`src/rtl/hazard_scoreboard_pkg.sv`:
```
// Shared types for the issue scoreboard: decoded op set, op classification and FIFO entry.
package hazard_scoreboard_pkg;

   localparam int SB_DEPTH    = 4;
   localparam int SB_NUM_REGS = 32;
   localparam int SB_REG_W    = $clog2(SB_NUM_REGS);

   typedef enum logic [5:0] {
      OP_NOP,
      OP_ADD, OP_SUB, OP_AND, OP_OR, OP_XOR,
      OP_ADDI, OP_ANDI, OP_ORI, OP_XORI,
      OP_SLL, OP_SRL, OP_SRA, OP_SLLI, OP_SRLI, OP_SRAI,
      OP_SLT, OP_SLTU, OP_SLTI, OP_SLTIU,
      OP_ADDW, OP_SUBW, OP_ADDIW, OP_SLLW, OP_SRLW, OP_SRAW,
      OP_SLLIW, OP_SRLIW, OP_SRAIW,
      OP_LB, OP_LH, OP_LW, OP_LBU, OP_LHU, OP_LD, OP_LWU,
      OP_SB, OP_SH, OP_SW, OP_SD,
      OP_BEQ, OP_BNE, OP_BLT, OP_BGE, OP_BLTU, OP_BGEU,
      OP_JAL, OP_JALR, OP_LUI, OP_AUIPC,
      OP_CSRRW, OP_CSRRS, OP_CSRRC, OP_CSRRWI, OP_CSRRSI, OP_CSRRCI,
      OP_ECALL, OP_MRET
   } instruction_type;

   typedef struct packed {
      logic writes;
      logic load;
      logic serial;
      logic forwardable;
   } op_class_t;

   typedef struct packed {
      logic [SB_REG_W-1:0] rd;
      logic                writes;
      logic                nofwd;
      logic                serial;
   } sb_entry_t;

endpackage

```
`src/rtl/hazard_scoreboard_if.sv`:
```
// Decode/retire handshake bundle between the decode stage (master) and the scoreboard (slave).
interface hazard_scoreboard_if #(
   parameter int REG_W = hazard_scoreboard_pkg::SB_REG_W,
   parameter int CNT_W = $clog2(hazard_scoreboard_pkg::SB_DEPTH + 1)
);
   import hazard_scoreboard_pkg::*;

   logic             issue_valid;
   instruction_type  issue_op;
   logic [REG_W-1:0] issue_rd;
   logic [REG_W-1:0] issue_rs1;
   logic [REG_W-1:0] issue_rs2;
   logic             issue_ready;
   logic             retire_valid;
   logic             flush;
   logic             stall_raw;
   logic             stall_serial;
   logic             stall_full;
   logic [CNT_W-1:0] inflight_count;
   logic             underflow_err;

   modport master (
      output issue_valid, issue_op, issue_rd, issue_rs1, issue_rs2, retire_valid, flush,
      input  issue_ready, stall_raw, stall_serial, stall_full, inflight_count, underflow_err
   );

   modport slave (
      input  issue_valid, issue_op, issue_rd, issue_rs1, issue_rs2, retire_valid, flush,
      output issue_ready, stall_raw, stall_serial, stall_full, inflight_count, underflow_err
   );

endinterface

```
`src/rtl/hazard_scoreboard_op_class.sv`:
```
// Combinational op classifier (writes/load/serial/forwardable); shared with other pipeline stages.
module op_class_decode
   import hazard_scoreboard_pkg::*;
(
   input  instruction_type op_i,
   output op_class_t       cls_o
);

   always_comb begin
      cls_o = '0;
      case (op_i)
         OP_ADD, OP_SUB, OP_AND, OP_OR, OP_XOR, OP_ADDI, OP_ANDI, OP_ORI, OP_XORI,
         OP_SLL, OP_SRL, OP_SRA, OP_SLLI, OP_SRLI, OP_SRAI,
         OP_SLT, OP_SLTU, OP_SLTI, OP_SLTIU,
         OP_ADDW, OP_SUBW, OP_ADDIW, OP_SLLW, OP_SRLW, OP_SRAW,
         OP_SLLIW, OP_SRLIW, OP_SRAIW, OP_LUI: begin
            cls_o.writes      = 1'b1;
            cls_o.forwardable = 1'b1;
         end
         OP_AUIPC: cls_o.writes = 1'b1;
         OP_LB, OP_LH, OP_LW, OP_LBU, OP_LHU, OP_LD, OP_LWU: begin
            cls_o.writes = 1'b1;
            cls_o.load   = 1'b1;
         end
         OP_BEQ, OP_BNE, OP_BLT, OP_BGE, OP_BLTU, OP_BGEU, OP_ECALL, OP_MRET:
            cls_o.serial = 1'b1;
         OP_JAL, OP_JALR, OP_CSRRW, OP_CSRRS, OP_CSRRC, OP_CSRRWI, OP_CSRRSI, OP_CSRRCI: begin
            cls_o.writes = 1'b1;
            cls_o.serial = 1'b1;
         end
         default: cls_o = '0;
      endcase
   end

endmodule

```
`src/rtl/hazard_scoreboard.sv`:
```
// In-order issue scoreboard: in-flight FIFO with per-register pending-writer counters.
// Optional SCOREBOARD_FORWARD_EN: RAW checks only non-forwardable producers (pend_nf).
module hazard_scoreboard
   import hazard_scoreboard_pkg::*;
#(
   parameter int DEPTH    = SB_DEPTH,
   parameter int NUM_REGS = SB_NUM_REGS,
   parameter int REG_W    = $clog2(NUM_REGS),
   parameter int CNT_W    = $clog2(DEPTH + 1)
) (
   input logic               clk,
   input logic               reset,
   hazard_scoreboard_if.slave sb
);

   localparam int PTR_W = $clog2(DEPTH);

   op_class_t        cls;
   logic             in_writes, in_nofwd;
   sb_entry_t        in_entry, head;
   logic [REG_W-1:0] head_rd;

   sb_entry_t        fifo_q [DEPTH];
   logic [PTR_W-1:0] head_q, head_d, tail_q, tail_d;
   logic [CNT_W-1:0] count_q, count_d;
   logic [CNT_W-1:0] serial_cnt_q, serial_cnt_d;
   logic [CNT_W-1:0] pend_q [NUM_REGS];
   logic [CNT_W-1:0] pend_d [NUM_REGS];
`ifdef SCOREBOARD_FORWARD_EN
   logic [CNT_W-1:0] pend_nf_q [NUM_REGS];
   logic [CNT_W-1:0] pend_nf_d [NUM_REGS];
`endif
   logic             underflow_q;

   logic [CNT_W-1:0] rs1_pend, rs2_pend;
   logic             raw, serial_blk, full, ready, do_issue, do_retire;

   op_class_decode u_op_class (
      .op_i  (sb.issue_op),
      .cls_o (cls)
   );

   assign in_writes = cls.writes && (sb.issue_rd != '0);
   assign in_nofwd  = in_writes && (!cls.forwardable || cls.load);
   assign in_entry  = '{rd: SB_REG_W'(sb.issue_rd), writes: in_writes, nofwd: in_nofwd,
                        serial: cls.serial};
   assign head      = fifo_q[head_q];
   assign head_rd   = REG_W'(head.rd);

`ifdef SCOREBOARD_FORWARD_EN
   assign rs1_pend = pend_nf_q[sb.issue_rs1];
   assign rs2_pend = pend_nf_q[sb.issue_rs2];
`else
   logic unused_nofwd;
   assign unused_nofwd = head.nofwd;
   assign rs1_pend     = pend_q[sb.issue_rs1];
   assign rs2_pend     = pend_q[sb.issue_rs2];
`endif

   // Hazards look only at registered state, so a same-cycle retire never unblocks issue.
   assign raw        = ((sb.issue_rs1 != '0) && (rs1_pend != '0)) ||
                       ((sb.issue_rs2 != '0) && (rs2_pend != '0));
   assign serial_blk = (serial_cnt_q != '0) || (cls.serial && (count_q != '0));
   assign full       = (count_q == CNT_W'(DEPTH));
   assign ready      = !raw && !serial_blk && !full;

   assign do_issue  = sb.issue_valid && ready && !sb.flush;
   assign do_retire = sb.retire_valid && (count_q != '0) && !sb.flush;

   assign sb.issue_ready    = ready;
   assign sb.stall_raw      = sb.issue_valid && raw;
   assign sb.stall_serial   = sb.issue_valid && serial_blk;
   assign sb.stall_full     = sb.issue_valid && full;
   assign sb.inflight_count = count_q;
   assign sb.underflow_err  = underflow_q;

   always_comb begin
      head_d       = head_q + PTR_W'(do_retire);
      tail_d       = tail_q + PTR_W'(do_issue);
      count_d      = count_q + CNT_W'(do_issue) - CNT_W'(do_retire);
      serial_cnt_d = serial_cnt_q + CNT_W'(do_issue && in_entry.serial)
                                  - CNT_W'(do_retire && head.serial);
      for (int r = 0; r < NUM_REGS; r++) begin
         pend_d[r] = pend_q[r]
                   + CNT_W'(do_issue && in_writes && (sb.issue_rd == REG_W'(r)))
                   - CNT_W'(do_retire && head.writes && (head_rd == REG_W'(r)));
`ifdef SCOREBOARD_FORWARD_EN
         pend_nf_d[r] = pend_nf_q[r]
                      + CNT_W'(do_issue && in_nofwd && (sb.issue_rd == REG_W'(r)))
                      - CNT_W'(do_retire && head.nofwd && (head_rd == REG_W'(r)));
`endif
      end
      if (sb.flush) begin
         head_d       = '0;
         tail_d       = '0;
         count_d      = '0;
         serial_cnt_d = '0;
         for (int r = 0; r < NUM_REGS; r++) begin
            pend_d[r] = '0;
`ifdef SCOREBOARD_FORWARD_EN
            pend_nf_d[r] = '0;
`endif
         end
      end
   end

   always_ff @(posedge clk) begin
      if (reset) begin
         head_q       <= '0;
         tail_q       <= '0;
         count_q      <= '0;
         serial_cnt_q <= '0;
         underflow_q  <= 1'b0;
         for (int r = 0; r < NUM_REGS; r++) begin
            pend_q[r] <= '0;
`ifdef SCOREBOARD_FORWARD_EN
            pend_nf_q[r] <= '0;
`endif
         end
      end else begin
         head_q       <= head_d;
         tail_q       <= tail_d;
         count_q      <= count_d;
         serial_cnt_q <= serial_cnt_d;
         for (int r = 0; r < NUM_REGS; r++) begin
            pend_q[r] <= pend_d[r];
`ifdef SCOREBOARD_FORWARD_EN
            pend_nf_q[r] <= pend_nf_d[r];
`endif
         end
         if (sb.retire_valid && (count_q == '0) && !sb.flush) underflow_q <= 1'b1;
      end
   end

   // Entry storage needs no reset: occupancy alone decides which slots are live.
   always_ff @(posedge clk) begin
      if (do_issue) fifo_q[tail_q] <= in_entry;
   end

`ifndef SYNTHESIS
   always_ff @(posedge clk) begin
      if (!reset) begin
         assert (count_q <= CNT_W'(DEPTH));
         assert (serial_cnt_q <= CNT_W'(DEPTH));
         for (int r = 0; r < NUM_REGS; r++) begin
            assert (pend_q[r] <= CNT_W'(DEPTH));
`ifdef SCOREBOARD_FORWARD_EN
            assert (pend_nf_q[r] <= CNT_W'(DEPTH));
`endif
         end
      end
   end
`endif

endmodule
```
`src/flat_wrapper.sv`:
```
// flat-port wrapper written by rule: the top's interface ports become plain ports
module hazard_scoreboard_flat import hazard_scoreboard_pkg::*;
#(
   parameter int DEPTH    = SB_DEPTH,
   parameter int NUM_REGS = SB_NUM_REGS,
   parameter int REG_W    = $clog2(NUM_REGS),
   parameter int CNT_W    = $clog2(DEPTH + 1)
)
  (clk, reset, sb_issue_valid, sb_issue_op, sb_issue_rd, sb_issue_rs1, sb_issue_rs2, sb_retire_valid, sb_flush, sb_issue_ready, sb_stall_raw, sb_stall_serial, sb_stall_full, sb_inflight_count, sb_underflow_err);
  hazard_scoreboard_if #(.REG_W(REG_W), .CNT_W(CNT_W)) sb_i ();
  input logic clk;
  input logic reset;
  input wire logic [$bits(sb_i.issue_valid)-1:0] sb_issue_valid;
  input wire logic [$bits(sb_i.issue_op)-1:0] sb_issue_op;
  input wire logic [$bits(sb_i.issue_rd)-1:0] sb_issue_rd;
  input wire logic [$bits(sb_i.issue_rs1)-1:0] sb_issue_rs1;
  input wire logic [$bits(sb_i.issue_rs2)-1:0] sb_issue_rs2;
  input wire logic [$bits(sb_i.retire_valid)-1:0] sb_retire_valid;
  input wire logic [$bits(sb_i.flush)-1:0] sb_flush;
  output wire logic [$bits(sb_i.issue_ready)-1:0] sb_issue_ready;
  output wire logic [$bits(sb_i.stall_raw)-1:0] sb_stall_raw;
  output wire logic [$bits(sb_i.stall_serial)-1:0] sb_stall_serial;
  output wire logic [$bits(sb_i.stall_full)-1:0] sb_stall_full;
  output wire logic [$bits(sb_i.inflight_count)-1:0] sb_inflight_count;
  output wire logic [$bits(sb_i.underflow_err)-1:0] sb_underflow_err;
  assign sb_i.issue_valid = sb_issue_valid;
  assign sb_i.issue_op = sb_issue_op;
  assign sb_i.issue_rd = sb_issue_rd;
  assign sb_i.issue_rs1 = sb_issue_rs1;
  assign sb_i.issue_rs2 = sb_issue_rs2;
  assign sb_i.retire_valid = sb_retire_valid;
  assign sb_i.flush = sb_flush;
  assign sb_issue_ready = sb_i.issue_ready;
  assign sb_stall_raw = sb_i.stall_raw;
  assign sb_stall_serial = sb_i.stall_serial;
  assign sb_stall_full = sb_i.stall_full;
  assign sb_inflight_count = sb_i.inflight_count;
  assign sb_underflow_err = sb_i.underflow_err;
  hazard_scoreboard #(.DEPTH(DEPTH), .NUM_REGS(NUM_REGS), .REG_W(REG_W), .CNT_W(CNT_W)) u_core (.clk(clk), .reset(reset), .sb(sb_i));
endmodule
```
`config.mk`:
```
export PLATFORM = sky130hd
export DESIGN_NAME = hazard_scoreboard_flat
export DESIGN_NICKNAME = d
export VERILOG_FILES = /design/src/rtl/hazard_scoreboard_pkg.sv /design/src/rtl/hazard_scoreboard_if.sv /design/src/rtl/hazard_scoreboard_op_class.sv /design/src/rtl/hazard_scoreboard.sv /design/src/flat_wrapper.sv
export SDC_FILE = /design/constraint.sdc
export NUM_CORES = 1
export LEC_CHECK = 0
export BUFFER_PORTS_ARGS = -buffer_cell sky130_fd_sc_hd__buf_2
export CELL_PAD_IN_SITES_DETAIL_PLACEMENT = 0
export CELL_PAD_IN_SITES_GLOBAL_PLACEMENT = 2
export CORE_ASPECT_RATIO = 1.75
export CORE_UTILIZATION = 44
export DETAILED_ROUTE_END_ITERATION = 7
export PLACE_DENSITY_LB_ADDON = 0.1
export SYNTH_ARGS = -nofsm -noshare
export SYNTH_HDL_FRONTEND = slang
export SYNTH_SLANG_ARGS = --single-unit
```
`constraint.sdc`:
```
create_clock -name clk -period 7.1 [get_ports clk]
set_clock_uncertainty 0.15 [all_clocks]
set_input_delay 1.775 -clock clk [delete_from_list [all_inputs] [get_ports clk]]
set_output_delay 1.775 -clock clk [all_outputs]
set_load 0.005 [all_outputs]
```
==> flow_summary.ini, run 1 <==
[placed_design]
routabilityCongestion = 0.810
portBuffers = 33
dp.final_hpwl_um = 15400
dp.cells = 1108
placed_cell_area_um2 = 8630

[job]
cap_violations = 0

[grt]
grt_pass1_wl_um = 33000
track_usage_pct = 22.8
grt_remaining_overflow = 0
grt_pass1_vias = 6261
antenna_found_initial = 0
grt_start_max_net_pins = 41

[power]
clkPwrFrac_pct = 48.7
leakage_nw = 3.84
p_switching_mw = 0.449
powerDensity_nw_per_um2 = 195
p_sw_share_pct = 25.0
vdd_ir_drop_max_uv = 217
internal-power_mw = 1.34
pwr-share-comb_pct = 7.2
seq_power_share_pct = 44.1

[setup_path]
end_kind = output port
path_cells = buf_2 > or4b_1 > a21oi_1 > o21ai_0 > a32oi_1 > nand2_1 > o21a_1 > buf_2
criticalPathCategory = input pin to output port
crit_slowest_cell = or4b_1
cp_max_fo = 20
cp-start-kind = input pin
worst-path-buf-inv = 2
arrival_ns = 3.87
cpMostUsedCell = buf_2
required_ns = 5.18
cp_slowest_stage_delay_ns = 0.48
worst_path_dominant_cell_family = compound AO/OA/AOI/OAI gates

[clock_tree]
cts_resized = 0
postCtsSetupBuffers = 0
cts_tree = yes
cts_buffer_depth = 2
clock_sinks = 135
clk_latency_ns = 0.43
clockRootBuffer = clkbuf_16
htreeDepth = 4
cts_hold_buf = 0
cts-buffers-inserted = 17
clk_pin_slew_worst_paths_ns = 0.06

[final_layout]
antenna_cells = 0
postLayoutCoreUtil_pct = 49.8
fin_nets = 1019
syn2layout_area_growth_pct = 11.4
final_common_cell = inv_1
drive_gt1_share_pct = 12.3
final_cells = 1140
layout_common_cells = 122 x inv_1, 107 x dfxtp_1, 96 x nor2_1
design_area_um2 = 9220

[synth]
ys_ff_latch = 135
synthCells = 865
ys_warn_count = 0
yosysSeqAreaShare_pct = 36.0
syn_avg_cell_area_um2 = 9.57
yosysTopAreaCell = dfxtp_1
async_reset_ff_share_pct = 0
synthTopCellsByArea = dfxtp_1 26%, ha_1 11%, edfxtp_1 10%
synth_area_um2 = 8280
synth_nets = 995
ys.flop_type = dfxtp_1
yosysUniqueCellTypes = 63
synth_top_area_share_pct = 25.9
synth_edf_count = 28

[timing]
rsz0062_at_grt = false
slew-limit-headroom_pct = 39.8
setup_tns_ns = 0
fmax_mhz = 173
final_max_slew_viol_count = 0
holdWs_ns = 0.355
setup_viol = 0
max_slew.worst_pin.slew_ns = 0.901
hold_violations = 0
post-route-min-period_ns = 5.79
fin_crit_sh_pct = 81.6

[die]
start_util_pct = 44.7
dieArea_um2 = 19400
ios = 34
core_um2 = 18500
die_x_um = 106
std_cell_rows = 66
die_h_um = 183

[route]
drt_first_pass_iters = 6
drtAntennaViolNets = 0
vias = 5976
drc = 0
totalWireLength_um = 20400
wl_per_cell_um = 17.9
via_per_inst = 5.24
drtIter0Drc = 252

[worst_hold_path]
hold_path_class = flip-flop to flip-flop

[status]
status = complete, no violations
==> path summary, 6_finish.rpt <==
path / slack (ns) / cells past startpoint / from / end
min: 0.36 / 2 / u_core.sb.underflow_err / u_core.sb.underflow_err
max reg2reg: 3.05 / 13 / u_core.pend_q[30][1] / u_core.pend_q[22][2]
min reg2reg: 0.36 / 2 / u_core.sb.underflow_err / u_core.sb.underflow_err
max: 1.31 / 8 / sb_issue_rs2[2] / sb_stall_raw
==> area by class of cell <==
| type | instances | area [µm²] |
|---|---|---|
| tap | 238 | 298 |
| sequential | 135 | 2980 |
| multi-input combinational | 570 | 4660 |
| inverter | 122 | 458 |
| fill | 1773 | 9280 |
| clock buffer | 20 | 468 |
| timing repair buffer | 43 | 240 |
| clock inverter | 12 | 116 |
==> stage by stage <==
stage / power [mW] / worst slack, ns
finish: 1.79 / 1.31
CTS: 1.82 / 1.32
floorplan: 0.891 / 1.84
global route: 1.85 / 1.19
global placement: 0.936 / 1.44
detailed placement: 0.937 / 1.32
==> per-layer routing <==
metal  global-route usage, %  part of all wire (%)
met2                    42.7                    54
met5                       0                     0
met1                    24.9                    40
met4                    9.94                   3.1
met3                    3.76                   2.5
==> flip-flops by register name, indices dropped and copies added (netlist names) <==
register,flops
u_core.fifo_q,28
u_core.head_q,2
u_core.tail_q,2
u_core.sb.underflow_err,1
u_core.serial_cnt_q,3
u_core.sb.inflight_count,3
u_core.pend_q,96
==> power groups by stage <==
stage	clock (mW)	combinational, mW	sequential [mW]
final	0.873	0.129	0.790
after global routing	0.919	0.142	0.791
after CTS	0.895	0.131	0.790
after detailed placement	0	0.130	0.807
after global placement	0	0.129	0.807
after floorplan	0	0.0840	0.807
==> cells in the mapped netlist, types with 8 or more instances <==
cell	count
a21oi_1	10
and2_1	54
clkbuf_1	20
dfxtp_1	107
edfxtp_1	28
fa_1	34
ha_1	70
inv_1	122
mux4_2	8
nand2_1	23
nand2b_1	13
nand3_1	18
nor2_1	97
nor2b_1	8
nor3_1	44
nor4_1	15
nor4_2	13
xnor2_1	52
xor2_1	20
==> logic make-up after synthesis <==
kind of cell / synth area share (%)
AO/OA/AOI/OAI: 4.38
multiplexers: 2.80
adder cells (fa/ha/maj): 18.8
XOR/XNOR: 7.62
flip-flops: 36.0
buffers and inverters: 7.80
other: 0.0453
AND/OR/NAND/NOR: 22.5
==> worst register-to-register path: stages, from the launching register on <==
cell and delay (ns):
dfxtp_1 0.34, nor3_1 0.39, a21boi_0 0.22, o41ai_1 0.41, a31o_2 0.27, nand4_4 0.38
buf_4 0.37, nor4_2 0.37, ha_1 0.21, inv_1 0.05, fa_1 0.40, xor2_1 0.17
xnor2_1 0.14, nor2_1 0.05
(Power assumes the default switching activity.)
==> run 2, diff against run 1 <==
--- a/config.mk
+++ b/config.mk
@@ -9,7 +9,7 @@
 export CELL_PAD_IN_SITES_DETAIL_PLACEMENT = 0
 export CELL_PAD_IN_SITES_GLOBAL_PLACEMENT = 2
 export CORE_ASPECT_RATIO = 1.75
-export CORE_UTILIZATION = 44
+export CORE_UTILIZATION = 36
 export DETAILED_ROUTE_END_ITERATION = 7
 export PLACE_DENSITY_LB_ADDON = 0.1
 export SYNTH_ARGS = -nofsm -noshare
==> constraint.sdc (replaced) <==
create_clock -name clk -period 4.7 [get_ports clk]
set_clock_uncertainty 0.15 [all_clocks]
set_input_delay 1.175 -clock clk [delete_from_list [all_inputs] [get_ports clk]]
set_output_delay 1.175 -clock clk [all_outputs]
set_load 0.005 [all_outputs]
==> run 2 against run 1 <==
  * Worst setup slack worse by 1.1 ns
  * Count of clock-buffer cells in the layout unchanged
  * Via count up 0.33%
  * Register-to-register slack worse by 2.1 ns
  * First-iteration DRC count down 21%
  * Core utilization down 8.0 points
  * Combinational power up 68%
  * Total power up 53%
  * Cell area up 2.8%
  * Sequential cell count unchanged
==> flow_summary.ini, run 2 (synthesis results as in run 1) <==
[setup_path]
end_kind = output port
crit_slowest_cell = or4_1
cpMostUsedCell = buf_2
cp-start-kind = input pin
cp_slowest_stage_delay_ns = 0.51
arrival_ns = 3.13
cp_max_fo = 23
criticalPathCategory = input pin to output port
worst_path_dominant_cell_family = simple AND/OR/NAND/NOR gates
path_cells = buf_2 > or4_1 > a21oi_1 > o21ai_0 > a32oi_1 > buf_4 > nand2_1 > buf_12 > nor3_1 > buf_2
worst-path-buf-inv = 4
rrSetupSlack_ns = 0.97
required_ns = 3.38

[final_layout]
fin_nets = 1038
final_common_cell = inv_1
antenna_cells = 0
postLayoutCoreUtil_pct = 41.8
drive_gt1_share_pct = 14.2
layout_common_cells = 122 x inv_1, 107 x dfxtp_1, 96 x nor2_1
largest_reg_flops = 96
reg.largest.list = u_core.pend_q (96), u_core.fifo_q (28)
syn2layout_area_growth_pct = 14.5
final_cells = 1221
design_area_um2 = 9480
fillers = 2345
regMostFlops = u_core.pend_q

[route]
drt_first_pass_iters = 4
wl_per_cell_um = 17.9
vias = 5996
drtAntennaViolNets = 0
drtIter0Drc = 199
totalWireLength_um = 21900
via_per_inst = 4.91
drc = 0

[die]
start_util_pct = 36.5
core_um2 = 22700
dieArea_um2 = 23600
ios = 34
die_h_um = 203
std_cell_rows = 73
die_x_um = 117

[power]
finalPower_mw = 2.74
leakage_nw = 3.95
powerDensity_nw_per_um2 = 289
vdd_ir_drop_max_uv = 211

[timing]
post-route-min-period_ns = 4.46
fin_crit_sh_pct = 94.8
setup_viol = 0
max_slew.worst_pin.slew_ns = 1.08
fmax_mhz = 224
holdWs_ns = 0.330
rsz0062_at_grt = false
setup_tns_ns = 0
final_max_slew_viol_count = 0
slew-limit-headroom_pct = 27.9
hold_violations = 0
worst_slack_ns = 0.244

[placed_design]
placed_cell_area_um2 = 8890
routabilityCongestion = 0.802
dp.cells = 1189
portBuffers = 33
place_ws_ns = 0.215
dp.final_hpwl_um = 16500

[job]
cap_violations = 0

[status]
status = complete, no violations

[clock_tree]
clk_latency_ns = 0.43
clockRootBuffer = clkbuf_16
cts_hold_buf = 0
cts_tree = yes
postCtsSetupBuffers = 0
cts_buffer_depth = 2
clock_sinks = 135
cts_resized = 0
clk_pin_slew_worst_paths_ns = 0.06
cts-buffers-inserted = 17
htreeDepth = 4

[grt]
antenna_found_initial = 0
grt_pass1_wl_um = 34700
grt_start_max_net_pins = 45
grt_remaining_overflow = 0
track_usage_pct = 20.3
grt_pass1_vias = 6374

[worst_hold_path]
hold_path_class = flip-flop to flip-flop
[run 2: final timing paths]
path / to / from / cells after the start
max: sb_issue_ready / sb_issue_rs1[2] / 10
min: u_core.sb.underflow_err / u_core.sb.underflow_err / 2
max reg2reg: u_core.pend_q[19][2] / u_core.pend_q[16][1] / 14
min reg2reg: u_core.sb.underflow_err / u_core.sb.underflow_err / 2
[run 2: metal layers]
layer / up-vias / share of wire [%] / global-route usage, %
met5: - / 0 / 0
met4: 0 / 3.0 / 8.09
met3: 31 / 3.3 / 4.24
met2: 91 / 53 / 36.7
met1: 2928 / 41 / 22.7
li1: 2946 / - / -
[run 2: layout make-up]
type	count	area (µm²)	area share, %
clock buffer	20	469	4.95
clock inverter	12	115	1.21
inverter	122	458	4.83
multi-input combinational	570	4660	49.1
sequential	135	2980	31.5
tap	300	375	3.96
timing repair buffer	62	420	4.44
[run 2: power by group]
group,internal [mW],switching (mW),total (mW)
Combinational,0.0764,0.140,0.217
Clock,0.781,0.551,1.33
Sequential,1.19,0.00404,1.19
[run 2: worst reg2reg max path: stages (launching register included)]
cell      delay [ns]
dfxtp_1         0.34
nor3_1          0.56
mux2i_1         0.15
o311a_1         0.32
a32oi_1         0.21
buf_4           0.18
nand4b_1        0.17
buf_4           0.23
nor3_1          0.24
ha_1            0.19
inv_1           0.05
fa_1            0.40
xor2_1          0.20
xnor2_1         0.14
nor2_1          0.05
